[src/rtl/speed_detector.sv]
// Pulse-period checker for the rate-divider enable stream: measures the spacing
// between input events, maps it back to a 2-bit speed code and reports lock/timeout.
module speed_detector #(
  parameter int CLOCK_FREQUENCY = 500,
  parameter int TOLERANCE       = 8,
  parameter int LOCK_COUNT      = 2,
  localparam int TMAX           = 4 * CLOCK_FREQUENCY + TOLERANCE,
  localparam int CW             = $clog2(TMAX + 1)
) (
  input  logic          ClockIn,
  input  logic          Reset,
  input  logic          PulseIn,
  output logic [1:0]    SpeedOut,
  output logic [CW-1:0] PeriodOut,
  output logic          MeasValid,
  output logic          Unknown,
  output logic          Locked,
  output logic          Timeout
);

  localparam int MW = $clog2(LOCK_COUNT + 1);

  localparam logic [CW-1:0] TMAX_C = CW'(TMAX);
  localparam logic [CW-1:0] ONE_C  = CW'(1);
  localparam logic [CW:0]   NOM1_W = (CW + 1)'(CLOCK_FREQUENCY);
  localparam logic [CW:0]   NOM2_W = (CW + 1)'(2 * CLOCK_FREQUENCY);
  localparam logic [CW:0]   NOM4_W = (CW + 1)'(4 * CLOCK_FREQUENCY);
  localparam logic [CW:0]   TOL_W  = (CW + 1)'(TOLERANCE);
  localparam logic [MW-1:0] LOCK_C = MW'(LOCK_COUNT);

  typedef enum logic [0:0] {
    ST_IDLE    = 1'b0,
    ST_MEASURE = 1'b1
  } state_t;

  state_t        state_q, state_d;
  logic [CW-1:0] count_q, count_d;
  logic [MW-1:0] match_q, match_d;
  logic [1:0]    speed_q, speed_d;
  logic [CW-1:0] period_q, period_d;
  logic          valid_q, valid_d;
  logic          unknown_q, unknown_d;
  logic          locked_q, locked_d;
  logic          timeout_q, timeout_d;
  logic [2:0]    class_s;

  function automatic logic [CW:0] abs_diff(input logic [CW:0] a, input logic [CW:0] b);
    abs_diff = (a >= b) ? (a - b) : (b - a);
  endfunction

  // Result is {unknown, code}; the one extra bit of width keeps differences from wrapping.
  function automatic logic [2:0] classify(input logic [CW-1:0] p);
    logic [CW:0] pw;
    pw = {1'b0, p};
    if (p == ONE_C)                         classify = 3'b000;
    else if (abs_diff(pw, NOM1_W) <= TOL_W) classify = 3'b001;
    else if (abs_diff(pw, NOM2_W) <= TOL_W) classify = 3'b010;
    else if (abs_diff(pw, NOM4_W) <= TOL_W) classify = 3'b011;
    else                                    classify = 3'b100;
  endfunction

  assign class_s = classify(count_q);

  always_comb begin
    state_d   = state_q;
    count_d   = count_q;
    match_d   = match_q;
    speed_d   = speed_q;
    period_d  = period_q;
    unknown_d = unknown_q;
    valid_d   = 1'b0;
    timeout_d = 1'b0;
    case (state_q)
      ST_IDLE: begin
        if (PulseIn) begin
          count_d = ONE_C;
          state_d = ST_MEASURE;
        end else begin
          count_d = count_q;
        end
      end
      ST_MEASURE: begin
        // An event on the TMAX cycle is still a measurement, so it is tested first.
        if (PulseIn) begin
          period_d = count_q;
          valid_d  = 1'b1;
          count_d  = ONE_C;
          if (class_s[2]) begin
            unknown_d = 1'b1;
            match_d   = '0;
          end else begin
            unknown_d = 1'b0;
            speed_d   = class_s[1:0];
            if ((class_s[1:0] == speed_q) && (match_q != '0)) begin
              match_d = (match_q >= LOCK_C) ? match_q : match_q + 1'b1;
            end else begin
              match_d = MW'(1);
            end
          end
        end else if (count_q == TMAX_C) begin
          timeout_d = 1'b1;
          state_d   = ST_IDLE;
          match_d   = '0;
          count_d   = '0;
        end else begin
          count_d = count_q + 1'b1;
        end
      end
      default: begin
        state_d = ST_IDLE;
        count_d = '0;
        match_d = '0;
      end
    endcase
    locked_d = (match_d >= LOCK_C);
  end

  always_ff @(posedge ClockIn or posedge Reset) begin
    if (Reset) begin
      state_q   <= ST_IDLE;
      count_q   <= '0;
      match_q   <= '0;
      speed_q   <= 2'b00;
      period_q  <= '0;
      valid_q   <= 1'b0;
      unknown_q <= 1'b0;
      locked_q  <= 1'b0;
      timeout_q <= 1'b0;
    end else begin
      state_q   <= state_d;
      count_q   <= count_d;
      match_q   <= match_d;
      speed_q   <= speed_d;
      period_q  <= period_d;
      valid_q   <= valid_d;
      unknown_q <= unknown_d;
      locked_q  <= locked_d;
      timeout_q <= timeout_d;
    end
  end

  assign SpeedOut  = speed_q;
  assign PeriodOut = period_q;
  assign MeasValid = valid_q;
  assign Unknown   = unknown_q;
  assign Locked    = locked_q;
  assign Timeout   = timeout_q;

endmodule

[config.mk]
export PLATFORM = sky130hd
export DESIGN_NAME = speed_detector
export DESIGN_NICKNAME = d
export VERILOG_FILES = /design/src/rtl/speed_detector.sv
export SDC_FILE = /design/constraint.sdc
export NUM_CORES = 1
export LEC_CHECK = 0
export CAP_MARGIN = 15
export CORE_MARGIN = 1
export CORE_UTILIZATION = 59
export CTS_BUF_LIST = sky130_fd_sc_hd__clkbuf_8
export CTS_CLUSTER_SIZE = 12
export DETAILED_ROUTE_END_ITERATION = 10
export PLACE_DENSITY = 0.81
export SYNTH_ARGS = -nofsm -noshare
export SYNTH_HDL_FRONTEND = slang
export SYNTH_SLANG_ARGS = --single-unit
export TNS_END_PERCENT = 30
[constraint.sdc]
create_clock -name ClockIn -period 4.8 [get_ports ClockIn]
set_input_delay 0.48 -clock ClockIn [delete_from_list [all_inputs] [get_ports ClockIn]]
set_output_delay 0.48 -clock ClockIn [all_outputs]
set_load 0.02 [all_outputs]
Word-level counts from Yosys, hierarchy flattened
Index checks and enable logic that the tools add are counted.
{"block": "classes", "magnitude_cmp": 8, "bitwise_logic": 2, "mux": 26, "n_eq_ne": 4, "addsub": 8, "n_reduce_logical": 4}
{"cell": "$le A12 B4 Y1 const B", "count": 3}
{"cell": "$mux W12", "count": 3}
{"cell": "$mux W11", "count": 3}
{"cell": "$pmux W11 S2", "count": 1}
{"cell": "$mux W2", "count": 6}
{"cell": "$mux W3", "count": 4}
{"cell": "$sub A10 B11 Y12 const A", "count": 1}
{"cell": "$sub A11 B10 Y12 const B", "count": 1}
{"cell": "$sub A11 B11 Y12 const A", "count": 1}
{"cell": "$sub A11 B11 Y12 const B", "count": 1}
{"cell": "$sub A11 B9 Y12 const B", "count": 1}
{"cell": "$sub A9 B11 Y12 const A", "count": 1}
{"cell": "$add A11 B1 Y11 const B", "count": 1}
{"cell": "$eq A11 B1 Y1 const B", "count": 1}
{"cell": "$eq A11 B11 Y1 const B", "count": 1}
{"cell": "$ge A11 B10 Y1 const B", "count": 1}
{"cell": "$ge A11 B11 Y1 const B", "count": 1}
{"cell": "$ge A11 B9 Y1 const B", "count": 1}
{"cell": "$mux W1", "count": 8}
{"cell": "$ge A2 B2 Y1 const B", "count": 2}
{"cell": "$reduce_and A3 Y1", "count": 1}
{"cell": "$add A2 B1 Y2 const B", "count": 1}
{"cell": "$eq A2 B2 Y1", "count": 1}
{"cell": "$ne A2 B2 Y1 const B", "count": 1}
{"cell": "other kinds (5)", "count": 6}
{"block": "word_totals", "output_inout_bits": 17, "ff_bits": 31, "wordCells": 61}

Longest topological paths before layout
Gate-level depths: netlist of the first run.
{"block": "depth", "word_depth": 14, "ltp_mapped": 12, "mapped_depth_nobuf": 10}

Worst setup path before layout of the first run
No wires, ideal clock.
{"block": "synth_path", "kind": "register -> register", "from": "register count_q[5]", "to": "register with a tool-made name", "stages_incl_launch_ff": 13, "arrival_time_ns": 3.018, "setup_time_ns": 0.126, "slack_ns": 1.656, "cell_sequence": "dfrtp_1 -> clkbuf_1 -> inv_1 -> ha_1 -> clkbuf_1 -> and3b_1 -> o21ai_0 -> nor3_1 -> o21ai_0 -> or4_4 -> a21oi_2 -> o21bai_2 -> o32a_1"}
{"item": "start, declared", "line_no": "37", "source": "logic [CW-1:0] count_q, count_d;"}
{"item": "start signal, assigned", "line_no": "131", "source": "count_q <= count_d;"}

==> metrics.md, run 1 <==
| Metric | Value |
|---|---|
| Reg power frac | 47.5% |
| Clock sink total | 30 |
| Status | finished, final reports clean |
| Logic gate share of total power | 20.9% |
| R2r worst-path depth | 10 |
| Clk pwr share | 31.6% |
| Data required time of the critical path | 4960 ps |
| Core ar. | 4000 µm² |
| Fill count | 330 |
| Area of the multi-input gates | 1570 µm² |
| Fin nets | 331 |
| Fin util | 68.4% |
| Antenna viol nets, final | 0 |
| Critical Path End Type | flop |
| CTS max path bufs | 2 |
| Port-buffer cells | 19 |
| GR Util All Layers | 29.6% |
| Setup crit start | count_q[5]$_DFFE_PP0P_ |
| Clock skew | 6.59 ps |
| Reg clk slew, reported paths | 60 ps |
| Initial DRC Count | 343 |
| LEAKAGE | 1.13 nW |
| Via density | 6.42 |
| Fin. Hold Viols | 0 |
| Ports | 20 |
| Worst slew pin tran | 765 ps |
| Die width | 66.6 µm |
| Mapped Cells | 301 |
| Largest net degree at the start of global routing | 31 |
| Switching power | 0.000174 W |
| Placed cell count | 351 |
| Hold Path Class | flop to flop |
| Arr. time, crit path | 3640 ps |
| Die area | 4440 µm² |
| CP Launch Type | flop |
| Post-synth ARST share | 100% |
| Initial core utilization | 61.6% |
| Root buf cell | clkbuf_8 |
| Synth warn | 0 |
| Worst VDD drop | 0.243 mV |
| Final cell count without fillers | 359 |
| Net Sw Frac | 29.6% |
| RSZ-0062 raised after global routing | no |
| Yosys reg bits | 30 |
| Mapped Nets | 323 |
| R2R Path Start | count_q[5]$_DFFE_PP0P_ |
| Kind of critical path | flop to flop |
| Max-Cap Viols | 0 |
| Power Dens Cells | 215 nW/µm² |
| Drt wl/cell | 17.5 µm |
| Post-synthesis cell area | 2460 µm² |
| Area grow syn2layout | 11.2% |
| First-pass GRT wire length | 9.83 mm |
| Num rows | 23 |
| # H-tree levels | 2 |
| Number of global-route vias before repair | 1973 |
| Die height | 66.6 µm |
| P_int | 0.000415 W |
| Post-cts gate resize count | 0 |
| Fraction of layout cells with a size suffix above 1 | 7.77% |
| Peak Freq | 288 MHz |
| Post-synth EDFFs | 0 |
| Number of CTS-inserted buffers | 5 |
| Critical Path Fanout Max | 19 |
| FF-to-FF setup slack | 1320 ps |
| Endpoints failing setup | 0 |
| Setup TNS | 0 ps |
| Max_slew headroom | 48.9% |
| Post-synth top flop | dfrtp_1 |
| Worst-Skew Late Latency | 280 ps |
| Drt first pass iters | 5 |
| Mean Syn Cell Area | 8.18 µm² |
| Initial antenna violation count | 0 |
| TritonCTS clock tree | done |
| GR Overflow Total | 0 |
| # hold bufs at CTS | 0 |
| Post-CTS Setup Bufs | 0 |
| Slew Viols, Final | 0 |
| Routed wire length | 6.28 mm |
| N_diodes | 0 |
| Via count | 2306 |
| Hold path start | PeriodOut[10]$_DFFE_PP0P_ |
| Min cycle time layout | 3480 ps |
| Sequential cell area fraction in the yosys report | 30.5% |
| Tcrit/Tclk final | 72.4% |
| FF+latch area | 751 µm² |
| DRC | 0 |
| Post-DP HPWL | 4.43 mm |
| Cell variety after synth | 61 |
| RePlAce Congestion | 0.923 |
[Yosys cell counts (3+ instances only)]
library cell / instances / area, µm²
o22ai_1: 3 / 18.8
ha_1: 19 / 238
a21oi_1: 20 / 100
a211oi_1: 4 / 30.0
clkbuf_1: 12 / 45.0
dfrtp_1: 30 / 751
nor2_1: 15 / 56.3
nand2_1: 36 / 135
nand3_1: 16 / 80.1
nor2b_1: 3 / 18.8
inv_1: 16 / 60.1
and3_1: 5 / 31.3
buf_2: 4 / 20.0
mux2_2: 3 / 33.8
nor4_1: 3 / 18.8
nor3_1: 9 / 45.0
nand4_1: 7 / 43.8
o21ai_0: 29 / 145
a31oi_1: 7 / 43.8
xnor2_1: 8 / 70.1
[critical path, cell delays in order (launching register included)]
cell and delay, ps:
dfrtp_1 780, inv_1 300, ha_1 320, nand3_1 150
a211o_1 260, o311ai_0 180, o211a_1 180, or4_4 530
o31a_4 160, and2_4 170, o41ai_2 320
[layout by cell type (no fill, tap or decap), types with 3 or more instances in the layout]
| cell | instances |
|---|---|
| a21oi_1 | 20 |
| xnor2_1 | 8 |
| a31oi_1 | 7 |
| nor4_1 | 3 |
| nand3_1 | 16 |
| nand4_1 | 7 |
| clkbuf_8 | 5 |
| inv_1 | 16 |
| nor2b_1 | 3 |
| ha_1 | 19 |
| o21ai_0 | 29 |
| a211oi_1 | 4 |
| mux2_2 | 3 |
| nor2_1 | 15 |
| nand2_1 | 36 |
| clkdlybuf4s50_1 | 19 |
| o22ai_1 | 3 |
| dfrtp_1 | 30 |
| and3_1 | 5 |
| nor3_1 | 9 |
[power groups by stage]
stage	registers, W	logic (W)	clock network, W
after floorplan	0.000288	0.0000776	0
after global placement	0.000284	0.000115	0
after detailed placement	0.000284	0.000118	0
after CTS	0.000280	0.000119	0.000187
after global routing	0.000282	0.000138	0.000197
final	0.000280	0.000123	0.000186
[flip-flops by register name (all words and copies together) (netlist names), named ones only]
register	flops
Timeout	1
MeasValid	1
Unknown	1
count_q	11
SpeedOut	2
PeriodOut	11
state_q	1
[through the flow]
step | power, W | setup WS (ps) | area, µm² | hold slack (ps)
3_5_place_dp | 0.000402 | 1390 | 2630 | 470
5_1_grt | 0.000617 | 1050 | 2740 | 507
6_report | 0.000589 | 1320 | 2740 | 477
4_1_cts | 0.000586 | 1380 | 2710 | 483
3_3_place_gp | 0.000398 | 1490 | 2630 | 462
2_1_floorplan | 0.000365 | 1660 | 2460 | 550
[worst min-delay path by stage]
| stage | cells past startpoint | slack, ps | end |
|---|---|---|---|
| final | 2 | 480 | PeriodOut[10]$_DFFE_PP0P_ |
| after global routing | 2 | 510 | PeriodOut[10]$_DFFE_PP0P_ |
| after CTS | 2 | 480 | PeriodOut[10]$_DFFE_PP0P_ |
| after detailed placement | 2 | 470 | PeriodOut[10]$_DFFE_PP0P_ |
| after global placement | 2 | 460 | PeriodOut[6]$_DFFE_PP0P_ |
| after floorplan | 1 | 550 | Timeout$_DFF_PP0_ |
[cells by family after synthesis]
group	synth area share, %
AOI/OAI and AO/OA	26.1
adders and majority gates	9.65
muxes	1.78
xor gates and xnor gates	2.85
DFF	30.5
buffers and inverters	5.84
and+or+nand+nor	23.3
[per-layer routing]
metal	global-route usage (%)	vias up	routed length (µm)
met5	0	-	0
met4	7.18	0	80
met3	6.34	11	467
met2	45.2	113	2960
met1	42.1	1068	2770
li1	-	1114	-
[final cells by class]
cell class / count / share of cell area [%]
multi-input combinational: 236 / 57.3
tap: 50 / 2.29
inverter: 16 / 2.19
sequential: 30 / 27.4
clock inverter: 2 / 0.366
timing repair buffer: 20 / 7.95
clock buffer: 5 / 2.51
Note: power is estimated with default switching activity, not from simulation.
==> run 2, diff against run 1 <==
- clock period: 4.8 -> 3.4 ns (I/O delays scaled with it)
==> run 2 against run 1 <==
Hold slack got worse by 80 ps. Non-clock buffer count increased by 14. Sequential power increased by 40%. Setup slack got worse by 1100 ps. Register-to-register slack got worse by 1100 ps. Routed wire length increased by 8.9%. Clock power increased by 140%. Fmax increased by 8.8%. Sequential share of layout area decreased by 1.6 points. Flip-flop and latch count unchanged. Via count increased by 5.2%. Combinational power increased by 49%.
==> metrics.md, run 2 (same netlist as run 1, synthesis figures left out) <==
| Metric | Value |
|---|---|
| TritonCTS clock tree | done |
| Tcrit/Tclk final | 94.0% |
| Placed cell count | 365 |
| Initial antenna violation count | 0 |
| Worst VDD drop | 0.454 mV |
| Largest net degree at the start of global routing | 31 |
| Die area | 4440 µm² |
| RSZ-0062 raised after global routing | no |
| Worst slew pin tran | 630 ps |
| Clock skew | 5.92 ps |
| Initial core utilization | 61.6% |
| GR Overflow Total | 0 |
| N_diodes | 0 |
| Number of CTS-inserted buffers | 5 |
| Clock sink total | 30 |
| Commonest non-fill, non-tap cells in the layout | nand2_1 (36), dfrtp_1 (30), o21ai_0 (29) |
| Ports | 20 |
| Routed wire length | 6.84 mm |
| CTS max path bufs | 2 |
| Critical Path Fanout Max | 12 |
| Fraction of layout cells with a size suffix above 1 | 12.0% |
| Die width | 66.6 µm |
| CP Launch Type | flop |
| FF-to-FF setup slack | 210 ps |
| Via count | 2425 |
| Final cell count without fillers | 374 |
| Worst-Skew Late Latency | 290 ps |
| Min cycle time layout | 3190 ps |
| RePlAce Congestion | 0.973 |
| Fin nets | 345 |
| Drt first pass iters | 5 |
| Number of global-route vias before repair | 2168 |
| Setup WS post-layout | 206 ps |
| Port-buffer cells | 19 |
| Data required time of the critical path | 3570 ps |
| Max-Cap Viols | 0 |
| Setup TNS | 0 ps |
| Max_slew headroom | 57.9% |
| Peak Freq | 313 MHz |
| # hold bufs at CTS | 0 |
| Post-CTS Setup Bufs | 0 |
| Post-cts gate resize count | 0 |
| Drt wl/cell | 18.3 µm |
| Kind of critical path | flop to flop |
| Post-DP HPWL | 4.88 mm |
| Endpoints failing setup | 0 |
| Via density | 6.48 |
| Arr. time, crit path | 3360 ps |
| Initial DRC Count | 398 |
| Power Total | 0.00103 W |
| Root buf cell | clkbuf_8 |
| Reg clk slew, reported paths | 70 ps |
| Critical Path End Type | flop |
| Core ar. | 4000 µm² |
| Power Dens Cells | 353 nW/µm² |
| Slew Viols, Final | 0 |
| Antenna viol nets, final | 0 |
| DRC | 0 |
| LEAKAGE | 1.23 nW |
| Status | finished, final reports clean |
| DP Worst Slack | 265 ps |
| Commonest non-fill, non-tap cell in the layout | nand2_1 |
| GR Util All Layers | 33.8% |
| First-pass GRT wire length | 11.0 mm |
| Num rows | 23 |
| Die height | 66.6 µm |
| Area grow syn2layout | 18.0% |
| Hold Path Class | input port to async pin |
| Fin. Hold Viols | 0 |
| # H-tree levels | 2 |
## run 2: changes by cell type in the layout (fill, tap and decap cells not counted)
cell       delta
clkinv_2      -2
bufinv_16     +2
clkbuf_8      +1
buf_4        +14
## run 2: where the power goes
part	total, W	switching (W)	internal, W
clock network	0.000453	0.000140	0.000312
registers	0.000391	0.0000171	0.000374
logic	0.000183	0.000104	0.0000788
## run 2: final timing paths
check                                       startpoint                        to  cells past startpoint
max in group asynchronous                        Reset    count_q[4]$_DFFE_PP0P_                      3
worst min-delay path                             Reset  PeriodOut[9]$_DFFE_PP0P_                      2
min in group ClockIn               Unknown$_DFFE_PP0P_       Unknown$_DFFE_PP0P_                      2
worst max register to register  count_q[2]$_DFFE_PP0P_                      flop                     10
worst max-delay path            count_q[2]$_DFFE_PP0P_                      flop                     10
worst min register to register     Unknown$_DFFE_PP0P_       Unknown$_DFFE_PP0P_                      2
## run 2: final cells by class
| cell class | count | area (µm²) |
|---|---|---|
| flip-flops and latches | 30 | 751 |
| well taps | 50 | 62.6 |
| clock buffers | 6 | 82.6 |
| fillers | 327 | 1090 |
| inverters | 16 | 60.1 |
| repair buffers | 34 | 323 |
| multi-input cells | 236 | 1570 |
| clock inverters | 2 | 60.1 |
## run 2: worst max-delay path, stage by stage, from the launching register on
cell and delay (ps):
dfrtp_1 520, inv_1 290, ha_1 290, nand3_1 150, a211o_1 400, o22ai_1 130, o21ai_0 110, or4_4 570
a21oi_2 170, o21bai_2 100, o32a_1 360
## run 2: per-stage QoR
stage / hold WS [ps] / utilization, % / cell area [µm²]
2_1_floorplan: 410 / - / 2460
3_3_place_gp: 461 / 68.4 / 2740
3_5_place_dp: 470 / 68.4 / 2740
4_1_cts: 485 / 72.0 / 2880
5_1_grt: 471 / 72.7 / 2910
6_report: 398 / 72.7 / 2910
## run 2: layer usage
layer,vias to the layer above,wire length [µm],part of all wire (%),global-route usage [%]
li1,1142,-,-,-
met5,-,0,0,0
met3,22,639,9.3,8.05
met2,126,3090,45,51.1
met1,1135,2880,42,44.7
met4,0,222,3.2,16.0
